$ cat src/rtl/cak_tag_port_arb_pkg.sv
// Shared encodings and defaults for the cache tag/valid write-port arbiter.
package cak_tag_port_arb_pkg;

  localparam int unsigned IDX_W_DEF      = 8;
  localparam int unsigned STARVE_MAX_DEF = 4;
  localparam int unsigned ST_W           = 3;

  typedef enum logic [1:0] {
    ST_IDLE   = 2'd0,
    ST_SWEEP  = 2'd1,
    ST_SNP_WR = 2'd2
  } arb_state_e;

  typedef enum logic [1:0] {
    SEL_CPU   = 2'b00,
    SEL_SWEEP = 2'b01,
    SEL_SNOOP = 2'b10
  } tag_sel_e;

endpackage

$ cat src/rtl/cak_sweep_ctr.sv
// Flush sweep index counter: restartable, wraps at the last set, and
// registers a one-clock done pulse when the final index is written.
module cak_sweep_ctr #(
  parameter int unsigned IDX_W = 8
) (
  input  logic             b_clk_l,
  input  logic             proc_init_h,
  input  logic             restart_h,
  input  logic             adv_h,
  output logic [IDX_W-1:0] idx_h,
  output logic             last_h,
  output logic             done_h
);

  logic [IDX_W-1:0] idx_q;
  logic             done_q;

  assign idx_h  = idx_q;
  assign last_h = &idx_q;
  assign done_h = done_q;

  // Restart wins over advance so an aborted pass never signals done.
  always_ff @(posedge b_clk_l) begin
    if (proc_init_h) begin
      idx_q  <= '0;
      done_q <= 1'b0;
    end else begin
      done_q <= adv_h & last_h & ~restart_h;
      if (restart_h) begin
        idx_q <= '0;
      end else if (adv_h) begin
        idx_q <= idx_q + IDX_W'(1);
      end
    end
  end

endmodule

$ cat src/rtl/cak_tag_port_arb.sv
// Tag/valid RAM write-port arbiter: snoop invalidates, CPU lookups and a
// microcode-started full-cache invalidate sweep share one index/strobe port.
module cak_tag_port_arb
  import cak_tag_port_arb_pkg::*;
#(
  parameter int unsigned IDX_W      = IDX_W_DEF,
  parameter int unsigned STARVE_MAX = STARVE_MAX_DEF
) (
  input  logic             b_clk_l,
  input  logic             proc_init_h,
  input  logic             d_clk_en_h,
  input  logic             flush_req_h,
  input  logic             snoop_req_h,
  input  logic [IDX_W-1:0] snoop_idx_h,
  input  logic [1:0]       hit_h,
  input  logic             cpu_req_h,
  input  logic [IDX_W-1:0] cpu_idx_h,
  output logic [IDX_W-1:0] tag_idx_h,
  output logic [1:0]       tag_sel_h,
  output logic [1:0]       grp_wr_h,
  output logic             cpu_gnt_h,
  output logic             snoop_ack_h,
  output logic             flush_busy_h,
  output logic             flush_done_h
);

  localparam logic [ST_W-1:0] ST_MAX = ST_W'(STARVE_MAX);

  arb_state_e       state_q;
  logic [ST_W-1:0]  st_q;
  logic [1:0]       hit_q;
  logic             ret_sweep_q;

  logic [IDX_W-1:0] idx_q;
  logic             last_h;
  logic             done_h;

  logic             slot_en;
  logic             snoop_rd;
  logic             snoop_wr;
  logic             sweep_slot;
  logic             cpu_slot;

  assign slot_en = d_clk_en_h & ~proc_init_h;

  // Flush restarts the index from any state; sweep slots advance it.
  cak_sweep_ctr #(
    .IDX_W (IDX_W)
  ) u_sweep_ctr (
    .b_clk_l     (b_clk_l),
    .proc_init_h (proc_init_h),
    .restart_h   (slot_en & flush_req_h),
    .adv_h       (sweep_slot),
    .idx_h       (idx_q),
    .last_h      (last_h),
    .done_h      (done_h)
  );

  // Slot decode: snoop first, then a forced sweep slot when the CPU has
  // starved the sweep, then CPU, then an ordinary sweep slot.
  always_comb begin
    snoop_rd   = 1'b0;
    sweep_slot = 1'b0;
    cpu_slot   = 1'b0;
    snoop_wr   = slot_en & (state_q == ST_SNP_WR);
    if (slot_en && (state_q != ST_SNP_WR)) begin
      if (snoop_req_h) begin
        snoop_rd = 1'b1;
      end else if ((state_q == ST_SWEEP) && (st_q == ST_MAX)) begin
        sweep_slot = 1'b1;
      end else if (cpu_req_h) begin
        cpu_slot = 1'b1;
      end else if (state_q == ST_SWEEP) begin
        sweep_slot = 1'b1;
      end
    end
  end

  // Port drive: CPU index is the idle default; reset forces everything low.
  always_comb begin
    tag_sel_h   = SEL_CPU;
    tag_idx_h   = proc_init_h ? '0 : cpu_idx_h;
    grp_wr_h    = 2'b00;
    cpu_gnt_h   = cpu_slot;
    snoop_ack_h = snoop_wr;
    if (sweep_slot) begin
      tag_sel_h = SEL_SWEEP;
      tag_idx_h = idx_q;
      grp_wr_h  = 2'b11;
    end else if (snoop_rd || snoop_wr) begin
      tag_sel_h = SEL_SNOOP;
      tag_idx_h = snoop_idx_h;
      grp_wr_h  = snoop_wr ? hit_q : 2'b00;
    end
  end

  assign flush_busy_h = ~proc_init_h &
                        ((state_q == ST_SWEEP) || ((state_q == ST_SNP_WR) && ret_sweep_q));
  assign flush_done_h = ~proc_init_h & done_h;

  // Arbiter state: snoop read/write pair, sweep ownership and starve count.
  always_ff @(posedge b_clk_l) begin
    if (proc_init_h) begin
      state_q     <= ST_IDLE;
      st_q        <= '0;
      hit_q       <= 2'b00;
      ret_sweep_q <= 1'b0;
    end else if (d_clk_en_h) begin
      case (state_q)
        ST_IDLE, ST_SWEEP: begin
          if (snoop_rd) begin
            hit_q       <= hit_h;
            ret_sweep_q <= (state_q == ST_SWEEP) | flush_req_h;
            state_q     <= ST_SNP_WR;
          end else begin
            if (sweep_slot) begin
              st_q <= '0;
              if (last_h) begin
                state_q <= ST_IDLE;
              end
            end else if (cpu_slot && (state_q == ST_SWEEP) && (st_q != ST_MAX)) begin
              st_q <= st_q + ST_W'(1);
            end
            // A flush keeps (or puts) us in SWEEP, cancelling a wrap to IDLE.
            if (flush_req_h) begin
              state_q <= ST_SWEEP;
              if (state_q == ST_IDLE) begin
                st_q <= '0;
              end
            end
          end
        end
        ST_SNP_WR: begin
          state_q <= ret_sweep_q ? ST_SWEEP : ST_IDLE;
          if (flush_req_h) begin
            ret_sweep_q <= 1'b1;
            state_q     <= ST_SWEEP;
          end
        end
        default: begin
          state_q <= ST_IDLE;
        end
      endcase
    end
  end

endmodule

$ cat config.mk
export PLATFORM = sky130hd
export DESIGN_NAME = cak_tag_port_arb
export DESIGN_NICKNAME = d
export VERILOG_FILES = /design/src/rtl/cak_tag_port_arb_pkg.sv /design/src/rtl/cak_sweep_ctr.sv /design/src/rtl/cak_tag_port_arb.sv
export SDC_FILE = /design/constraint.sdc
export NUM_CORES = 1
export LEC_CHECK = 0
export CAP_MARGIN = 15
export CORE_UTILIZATION = 45
export DETAILED_ROUTE_END_ITERATION = 16
export PLACE_DENSITY_LB_ADDON = 0.25
export SLEW_MARGIN = 20
export SYNTH_ARGS = -nofsm -noshare
export SYNTH_HDL_FRONTEND = slang
export SYNTH_SLANG_ARGS = --single-unit
$ cat constraint.sdc
create_clock -name b_clk_l -period 2.3 [get_ports b_clk_l]
set_input_delay 0.23 -clock b_clk_l [delete_from_list [all_inputs] [get_ports b_clk_l]]
set_output_delay 0.23 -clock b_clk_l [all_outputs]
set_load 0.005 [all_outputs]
### After elaboration in Yosys (flattened, before gate mapping)

Cells that the tools add are included.

| word-level totals | value |
|---|---|
| bits of input ports | 24 |
| output and inout port bits | 16 |
| logic and storage cells | 77 |
| register bits | 17 |

| operators by class | value |
|---|---|
| reductions and logical operators | 16 |
| bitwise logic cells | 11 |
| mux-type cells | 33 |
| $add $sub $neg | 2 |
| eq/ne operators | 9 |

Operators by type and width:

| operator | count |
|---|---|
| two-way mux 8 bit | 3 |
| two-way mux 2 bit | 9 |
| two-way mux 1 bit | 15 |
| two-way mux 3 bit | 4 |
| AND reduction 3 bit | 3 |
| adder 8 x 1 -> 8 bit (second input constant) | 1 |
| != test 4 x 3 -> 1 bit (second input constant) | 2 |
| AND reduction 8 bit | 1 |
| bitwise AND 1 bit | 7 |
| != test 2 bit (second input constant) | 3 |
| logical AND 1 bit | 5 |
| case mux 2 bit (2 select lines) | 1 |
| AND reduction 4 bit | 1 |
| OR reduction 2 bit | 2 |
| adder 3 x 1 -> 3 bit (second input constant) | 1 |
| == test 3 bit (second input constant) | 1 |
| != test 3 bit (second input constant) | 1 |
| NOT 1 bit | 3 |
| == test 2 x 1 -> 1 bit (second input constant) | 1 |
| == test 2 bit (second input constant) | 1 |
| logical NOT 2 bit | 1 |
| logical OR 1 bit | 2 |
| case mux 1 bit (2 select lines) | 1 |
| nonzero test 2 bit | 1 |
| bitwise OR 1 bit | 1 |

### Longest topological paths before layout

Gate-level depths: netlist of the first run.

| depth | value |
|---|---|
| word-level depth | 11 |
| depth in mapped cells | 7 |
| mapped depth without buffers | 6 |

### Hierarchy

From an unflattened synthesis of the first run, not the netlist that was laid out.

| second synthesis, totals | value |
|---|---|
| cell total of the unflattened synthesis | 128 |
| area total of the unflattened synthesis | 1101.1 um^2 |

Modules (own cells, without submodules):

| module | cells each | area each (um^2) | instances | sequential area each (um^2) |
|---|---|---|---|---|
| cak_tag_port_arb | 87 | 729.4 | 1 | 160.2 |
| cak_sweep_ctr | 41 | 371.6 | 1 | 180.2 |

### Worst setup path after synthesis of the first run

Ideal clock, no wire load.

| timing path | value |
|---|---|
| path type | register to output |
| start point | register st_q[0] |
| end point | output tag_idx_h[1] |
| cell stages (with the launch flop) | 7 |
| setup slack | 0.382 ns |
| required time | 2.070 ns |
| arrival | 1.688 ns |
| path buffers | 0 |
| cell sequence | dfxtp_1 -> inv_1 -> ha_1 -> a21boi_2 -> nor3_4 -> or3_1 -> o21ai_0 |

| between the ends | value |
|---|---|
| longest elaborated chain between the ends | 6 |

Ends and longest elaborated chain:

| what | line | text |
|---|---|---|
| from (decl) | cak_tag_port_arb.sv:30 | `logic [ST_W-1:0] st_q;` |
| from (signal assigned) | cak_tag_port_arb.sv:122 | `st_q <= st_q + ST_W'(1);` |
| == test 3 bit | cak_tag_port_arb.sv:69 | `end else if ((state_q == ST_SWEEP) && (st_q == ST_MAX)) begin` |
| logical AND 1 bit | cak_tag_port_arb.sv:69 |  |
| two-way mux 1 bit | cak_tag_port_arb.sv:69 |  |
| two-way mux 1 bit | cak_tag_port_arb.sv:67 | `if (snoop_req_h) begin` |
| two-way mux 1 bit | cak_tag_port_arb.sv:66 | `if (slot_en && (state_q != ST_SNP_WR)) begin` |
| two-way mux 8 bit | cak_tag_port_arb.sv:86 | `if (sweep_slot) begin` |
| to (decl) | cak_tag_port_arb.sv:18 | `output logic [IDX_W-1:0] tag_idx_h,` |

No other way between the ends.

### Worst setup path in the final report of the first run

| timing path | value |
|---|---|
| start point | register state_q[1] |
| end point | output tag_idx_h[5] |

| between the ends | value |
|---|---|
| longest elaborated chain between the ends | 7 |
| elaborated cells on any way between the ends | 15 |
| classes of those cells | eq/ne: 3; mux: 8; bitwise: 1; reduce/logical: 3 |

Ends and longest elaborated chain:

| what | line | text |
|---|---|---|
| from (decl) | cak_tag_port_arb.sv:29 | `arb_state_e state_q;` |
| from (signal assigned) | cak_tag_port_arb.sv:134 | `state_q <= ret_sweep_q ? ST_SWEEP : ST_IDLE;` |
| == test 2 x 1 -> 1 bit | cak_tag_port_arb.sv:69, cak_tag_port_arb.sv:73 |  |
| two-way mux 1 bit | cak_tag_port_arb.sv:73 | `end else if (state_q == ST_SWEEP) begin` |
| two-way mux 1 bit | cak_tag_port_arb.sv:71 | `end else if (cpu_req_h) begin` |
| two-way mux 1 bit | cak_tag_port_arb.sv:69 |  |
| two-way mux 1 bit | cak_tag_port_arb.sv:67 |  |
| two-way mux 1 bit | cak_tag_port_arb.sv:66 |  |
| two-way mux 8 bit * | cak_tag_port_arb.sv:86 |  |

Every way passes the cells marked *; elsewhere a longest branch is shown, timed or not.

==> results of run 1 <==
## critical path, cell delays in order (launching register included)
cell,delay [ps]
dfxtp_2,340
or3b_4,390
nor3_4,280
buf_4,170
nor3_1,60
a221o_1,330
clkbuf_2,110
## flip-flops by register name (all words and copies together) (netlist names)
signal,count
st_q,3
u_sweep_ctr.done_h,1
ret_sweep_q,1
hit_q,2
u_sweep_ctr.idx_h,8
state_q,2
## placed cells by master (no fill, tap or decap), drive strengths merged, types with 2 or more instances in the layout
cell | netlist | routed
nor4 | 2 | 2
ha | 3 | 3
a31o | 3 | 3
dfxtp | 17 | 17
a221o | 2 | 2
a21o | 3 | 3
a22oi | 5 | 5
a31oi | 5 | 5
nand3 | 4 | 4
inv | 9 | 9
and2 | 5 | 5
o21ai | 7 | 7
dlygate4sd2 | 0 | 5
dlymetal6s2s | 0 | 2
clkbuf | 3 | 7
clkdlybuf4s50 | 0 | 25
buf | 4 | 24
nand2b | 5 | 5
xnor2 | 5 | 5
a21oi | 6 | 6
nor2b | 6 | 6
nor3 | 4 | 4
mux2i | 5 | 5
nand2 | 9 | 9
nor2 | 12 | 12
## layout make-up
class	count	area (sq um)
flip-flops and latches	17	344
repair buffers	60	532
clock buffers	3	22.5
clock inverters	1	5.00
fillers	180	562
well taps	28	35.0
multi-input cells	108	785
inverters	9	33.8
## Yosys cell counts, types with 2 or more instances
master,count
a221o_1,2
xnor2_1,5
ha_1,3
o21ai_0,5
o21ai_1,2
inv_1,9
a31o_2,3
mux2i_1,5
a22oi_1,5
nor3_1,3
clkbuf_1,3
a21o_1,3
and2_1,5
nor2_1,12
nor2b_1,6
dfxtp_1,17
a31oi_1,5
buf_4,2
nand2_1,9
a21oi_1,6
nand3_1,4
nand2b_1,5
## routing by layer
| layer | up-vias | wire [um] |
|---|---|---|
| met3 | 2 | 198 |
| met5 | - | 0 |
| met2 | 44 | 1800 |
| li1 | 622 | - |
| met1 | 612 | 1390 |
| met4 | 0 | 16 |
## worst max-delay path by stage
stage	cells past startpoint	endpoint	from	slack, ps
after global placement	7	tag_idx_h[5]	d_clk_en_h	-190
after CTS	9	tag_idx_h[5]	st_q[1]$_SDFFE_PP0P_	-30
final	6	tag_idx_h[5]	state_q[1]$_SDFFE_PP0P_	80
after floorplan	6	tag_idx_h[1]	st_q[0]$_SDFFE_PP0P_	380
after global routing	6	tag_idx_h[5]	state_q[1]$_SDFFE_PP0P_	-20
after detailed placement	7	tag_idx_h[5]	snoop_req_h	-220
## cell families after synthesis
kind of cell,synth area share [%]
xor+xnor,3.80
flops,29.5
simple gates,28.6
mux,4.34
buf+inv,6.62
compound gates,23.9
fa+ha+maj,3.26
## per-stage QoR
stage	utilization [%]	total power [W]	area, sq um
after floorplan	-	0.000382	1150
final	75.8	0.000640	1760
after global routing	75.8	0.000674	1760
after CTS	74.3	0.000640	1720
after global placement	71.7	0.000476	1660
after detailed placement	71.7	0.000481	1660
## repair_timing
item / CTS / global route
pin swaps: 2 / 7
hold buffers: 0 / 0
buffers inserted: 3 / 1
endpoints found under the setup margin: 12 / 8
resized for setup: 26 / 23
## report_power, final
| part | total, W | switching [W] | internal, W |
|---|---|---|---|
| combinational | 0.000169 | 0.0000754 | 0.0000940 |
| sequential | 0.000305 | 0.00000496 | 0.000300 |
| clock | 0.000166 | 0.000101 | 0.0000648 |
==> results by group, run 1 <==
Synthesis
  • Post-synth ARST share: 0%
  • Synth area leader: dfxtp_1
  • Synth area leaders: dfxtp_1 30%, mux2i_1 4.3%, nor2_1 3.9%, xnor2_1 3.8%, a22oi_1 3.3%
  • Synthesized instance count: 141
  • Post-synthesis register bit count: 17
  • Net Count, Synth: 168
  • Avg Cell Area, Syn: 8.17 sq um
  • Sequential cell area fraction in the yosys report: 29.5%
  • Post-synth top flop: dfxtp_1
  • Post-synth EDFFs: 0
  • Syn. warnings: 0
  • Synth top area share: 29.5%
  • Netlist cell types: 44
  • Synth Cell Area: 1150 sq um

Die
  • Chip width: 52.6 um
  • CORE AREA: 2320 sq um
  • Die area: 2770 sq um
  • Die height: 52.6 um
  • Num ports: 40
  • Starting Density: 49.7%
  • Row cnt: 17

Global route
  • Antenna violations before repair: 0
  • Met2 Track Usage GR: 44.7%
  • GR Util met3: 6.96%
  • GR Overflow Total: 0
  • GRT Total Usage: 26.2%
  • GRT busiest layer: met2
  • Largest net degree at the start of global routing: 15
  • First-pass GRT wire length: 5.25 mm
  • Vias in the first global route: 1183
  • M1 GR Usage: 31.8%

Finish
  • Layout Cells excl Fill: 226
  • Layout cells sized above 1: 25.8%
  • Layout Area Growth over Synthesis: 52.4%
  • # nets final: 226
  • Total inserted antenna cells: 0

Clocking
  • Clock Pin Slew Worst Setup and Hold Paths: 110 ps
  • Clock sink count: 17
  • CTS tree: built
  • H-Tree Depth: 1
  • Maximum clock insertion buffer count: 2
  • Clk root buf: clkbuf_4
  • Clock latency on the worst-skew pair: 300 ps
  • Number of CTS-inserted buffers: 3

Min path
  • Worst Hold End: state_q[0]$_SDFFE_PP0P_
  • Class of the worst hold path: primary input to register
  • Hold-critical path depth: 4
  • Hold path startpoint: d_clk_en_h

Worst setup path
  • Reg2Reg Depth: 5
  • FF-to-FF Start: state_q[1]$_SDFFE_PP0P_
  • Worst-path fanout max: 4
  • Register-to-register setup slack: 560 ps
  • Worst Path Required: 2070 ps
  • Crit path arrival time: 1990 ps
  • End of the worst register-to-register path: u_sweep_ctr.idx_h[5]$_SDFFE_PP0P_
  • Crit. End Element: output port
  • Crit start category: register
  • Crit path kind: register to output port

Placed design
  • Buffers on Ports: 39
  • Dpl ws: -224 ps
  • Placer Congestion: 0.870
  • # placed instances: 218
  • Final HPWL from detailed placement: 2.59 mm

STA
  • Post-route clock period utilization: 96.5%
  • Worst Hold Slack: 516 ps
  • Fmax: 0.450 GHz
  • Slew at the pin closest to its max-slew limit: 438 ps
  • Final min period: 2220 ps
  • Setup TNS Final: 0 ps
  • Final setup margin: 79.7 ps
  • Final setup fails: 0
  • Clock Skew: 16.9 ps
  • Unrepaired setup endpoints after global routing: true
  • Rel. slew slack: 70.7%
  • Slew Limit Fails: 0
  • Final Hold Violating Endpoints: 0

Pwr
  • Pwr/cell area: 364 nW/um^2
  • VDD IR max: 0.488 mV
  • Leakage: 0.797 nW

Job
  • # Max-Cap Violations: 0

Drt
  • Starting DRT DRC Count: 38
  • DRT Pass-1 Iters: 4
  • Remaining DRCs: 0
  • DR WL/cell: 15.1 um
  • Vias post-DR: 1280
  • Post-Route WL: 3.41 mm
  • Vias per Instance: 5.66
  • DRT antenna net count: 0

Outcome
  • Status: finished clean
Note: power is estimated with default switching activity, not from simulation.
==> inputs of run 2 (changes only) <==
--- a/config.mk
+++ b/config.mk
@@ -6,7 +6,7 @@
 export NUM_CORES = 1
 export LEC_CHECK = 0
 export CAP_MARGIN = 15
-export CORE_UTILIZATION = 45
+export CORE_UTILIZATION = 40
 export DETAILED_ROUTE_END_ITERATION = 16
 export PLACE_DENSITY_LB_ADDON = 0.25
 export SLEW_MARGIN = 20
==> constraint.sdc (replaced) <==
create_clock -name b_clk_l -period 1.8 [get_ports b_clk_l]
set_input_delay 0.18 -clock b_clk_l [delete_from_list [all_inputs] [get_ports b_clk_l]]
set_output_delay 0.18 -clock b_clk_l [all_outputs]
set_load 0.005 [all_outputs]
==> run 2 against run 1 <==
Worst hold slack worse by 230 ps. Combinational power is 47% higher. Die area is 12% higher. Sequential power is 28% higher. Core utilization is 2.0 points lower. Cell count is 12% higher. First-iteration DRC count is 71% higher. Clock power is 25% higher. The run now ends with negative setup slack left. Register-to-register slack worse by 590 ps. Non-clock buffer count is 23 higher. Power is 32% higher. Largest power group unchanged.
==> results by group, run 2 (synthesized netlist as in run 1, its figures left out) <==
Outcome
  • Status: finished with violations
  • Violated checks: negative setup slack

Min path
  • Hold path startpoint: proc_init_h
  • Class of the worst hold path: primary input to register

Worst setup path
  • FF-to-FF Start: state_q[1]$_SDFFE_PP0P_
  • Worst Path Required: 1620 ps (-450 ps)
  • Worst-path fanout max: 4 (unchanged)
  • Crit start category: register
  • Crit. End Element: output port
  • Crit. Startpoint: state_q[1]$_SDFFE_PP0P_
  • Crit path arrival time: 1910 ps (-80 ps)
  • Crit path kind: register to output port

STA
  • Final setup fails: 13 (+13)
  • Rel. slew slack: 73.0% (+2.3 points)
  • Slew Limit Fails: 0 (unchanged)
  • Final Hold Violating Endpoints: 0 (unchanged)
  • Final setup margin: -293 ps (-373 ps)
  • Unrepaired setup endpoints after global routing: true
  • Fmax: 0.478 GHz
  • Slew at the pin closest to its max-slew limit: 400 ps (-38.1 ps)
  • Clock Skew: 8.90 ps (-7.96 ps)
  • Final min period: 2090 ps
  • Post-route clock period utilization: 116%
  • Worst Hold Slack: 290 ps (-226 ps)

Clocking
  • H-Tree Depth: 1 (unchanged)
  • Maximum clock insertion buffer count: 2 (unchanged)
  • Number of CTS-inserted buffers: 3 (unchanged)
  • Clock sink count: 17 (unchanged)
  • Clock latency on the worst-skew pair: 290 ps (about the same)
  • Hold buffers post-CTS: 0 (unchanged)
  • CTS tree: built
  • Clk root buf: clkbuf_4
  • Clock Pin Slew Worst Setup and Hold Paths: 90 ps (-20 ps)

Die
  • Starting Density: 42.2% (-7.6 points)
  • Die area: 3100 sq um (+12%)
  • Die height: 55.7 um (+5.8%)
  • Num ports: 40 (unchanged)
  • Row cnt: 19 (+2)
  • CORE AREA: 2730 sq um (+18%)
  • Chip width: 55.7 um (+5.8%)

Global route
  • Antenna violations before repair: 0 (unchanged)
  • GR Overflow Total: 0 (unchanged)
  • GRT Total Usage: 25.2% (-0.92 points)
  • Largest net degree at the start of global routing: 11 (-4)
  • First-pass GRT wire length: 6.24 mm (+19%)
  • Vias in the first global route: 1369 (+16%)

Drt
  • DRT antenna net count: 0 (unchanged)
  • Post-Route WL: 3.83 mm (+12%)
  • DR WL/cell: 15.2 um (+0.83%)
  • Vias post-DR: 1396 (+9.1%)
  • Vias per Instance: 5.54 (-2.2%)
  • Remaining DRCs: 0 (unchanged)
  • Starting DRT DRC Count: 65 (+71%)
  • DRT Pass-1 Iters: 4 (unchanged)

Placed design
  • Final HPWL from detailed placement: 2.45 mm (-5.3%)
  • Post-DP Area: 1770 sq um (+6.5%)
  • Placer Congestion: 0.814 (-6.4%)
  • Buffers on Ports: 39 (unchanged)

Pwr
  • Leakage: 0.933 nW (+17%)
  • Pwr/cell area: 419 nW/um^2 (+15%)
  • VDD IR max: 0.485 mV (-0.65%)
  • Tot Pwr: 0.000846 W (+32%)

Finish
  • Layout cells sized above 1: 41.6% (+16 points)
  • # nets final: 249 (+10%)
  • Max reg flops: 8 (unchanged)
  • Most frequent cells in the layout: 33 x buf_4, 21 x clkdlybuf4s50_1, 13 x dfxtp_1
  • FF/Latch Area: 348 sq um (+1.1%)
  • Util after Layout: 73.8% (-2.0 points)
  • Commonest non-fill, non-tap cell in the layout: buf_4
  • Final instance area: 2020 sq um (+15%)
  • Multi-input gate area: 862 sq um (+9.9%)
  • Layout fillers: 201 (+12%)
  • Layout Area Growth over Synthesis: 75.0%
  • Total inserted antenna cells: 0 (unchanged)

Job
  • # Max-Cap Violations: 0 (unchanged)
## run 2: cell types whose count changed in the layout (fill, tap and decap cells not counted), sizes merged
cell and delta:
buf +32, clkbuf -3, clkdlybuf4s50 -4, clkinv -1, dlygate4sd2 -1
## run 2: power breakdown
part / leakage [nW] / switching (W) / total (W) / internal, W
Combinational: 0.778 / 0.000108 / 0.000249 / 0.000142
Sequential: 0.140 / 0.00000635 / 0.000390 / 0.000384
Clock: 0.0150 / 0.000121 / 0.000207 / 0.0000860
## run 2: per-stage QoR
step / setup WS [ps] / setup TNS (ps) / std cells
CTS: -304 / -2500 / 251
global placement: -581 / -7480 / 234
floorplan: 3.62 / 0 / 141
detailed placement: -638 / -8410 / 234
finish: -293 / -2180 / 252
global route: -378 / -3350 / 252
## run 2: layout make-up
type | instances | area share, %
multi-input combinational | 108 | 42.7
tap | 31 | 1.92
clock buffer | 4 | 1.30
inverter | 9 | 1.67
timing repair buffer | 83 | 35.1
sequential | 17 | 17.2
## run 2: path summary, 6_finish.rpt
check,to,slack [ps],depth (start not counted)
worst max-delay path,tag_idx_h[3],-290,6
worst min-delay path,state_q[1]$_SDFFE_PP0P_,290,3
worst min register to register,hit_q[0]$_SDFFE_PP0P_,510,2
worst max register to register,u_sweep_ctr.idx_h[6]$_SDFFE_PP0P_,-30,8
## run 2: repair_timing
item / CTS / global route
setup endpoints to repair: 15 / 15
buffers inserted: 14 / 5
gates resized for setup: 85 / 18
pin swaps: 11 / 6
## run 2: routing by layer
| layer | wire length [um] | vias to the layer above | share of wire [%] | GRT usage (%) |
|---|---|---|---|---|
| met5 | 0 | - | 0 | 0 |
| met4 | 65 | 0 | 1.7 | 8.57 |
| met3 | 183 | 10 | 4.8 | 4.65 |
| met2 | 2010 | 47 | 53 | 45.1 |
| met1 | 1570 | 664 | 41 | 30.2 |
| li1 | - | 675 | - | - |
## run 2: worst max-delay path, stage by stage (launching register included)
cell and delay (ps):
dfxtp_2 340, or3b_4 390, nor3_4 250, buf_4 170
nor3_2 40, a221o_1 310, buf_2 130
==> inputs of run 3 (changes only) <==
--- a/config.mk
+++ b/config.mk
@@ -9,6 +9,7 @@
 export CORE_UTILIZATION = 40
 export DETAILED_ROUTE_END_ITERATION = 16
 export PLACE_DENSITY_LB_ADDON = 0.25
+export RECOVER_POWER = 25
 export SLEW_MARGIN = 20
 export SYNTH_ARGS = -nofsm -noshare
 export SYNTH_HDL_FRONTEND = slang
==> results of run 3 <==
Final layout, timing and power as in run 2 (identical DEF).
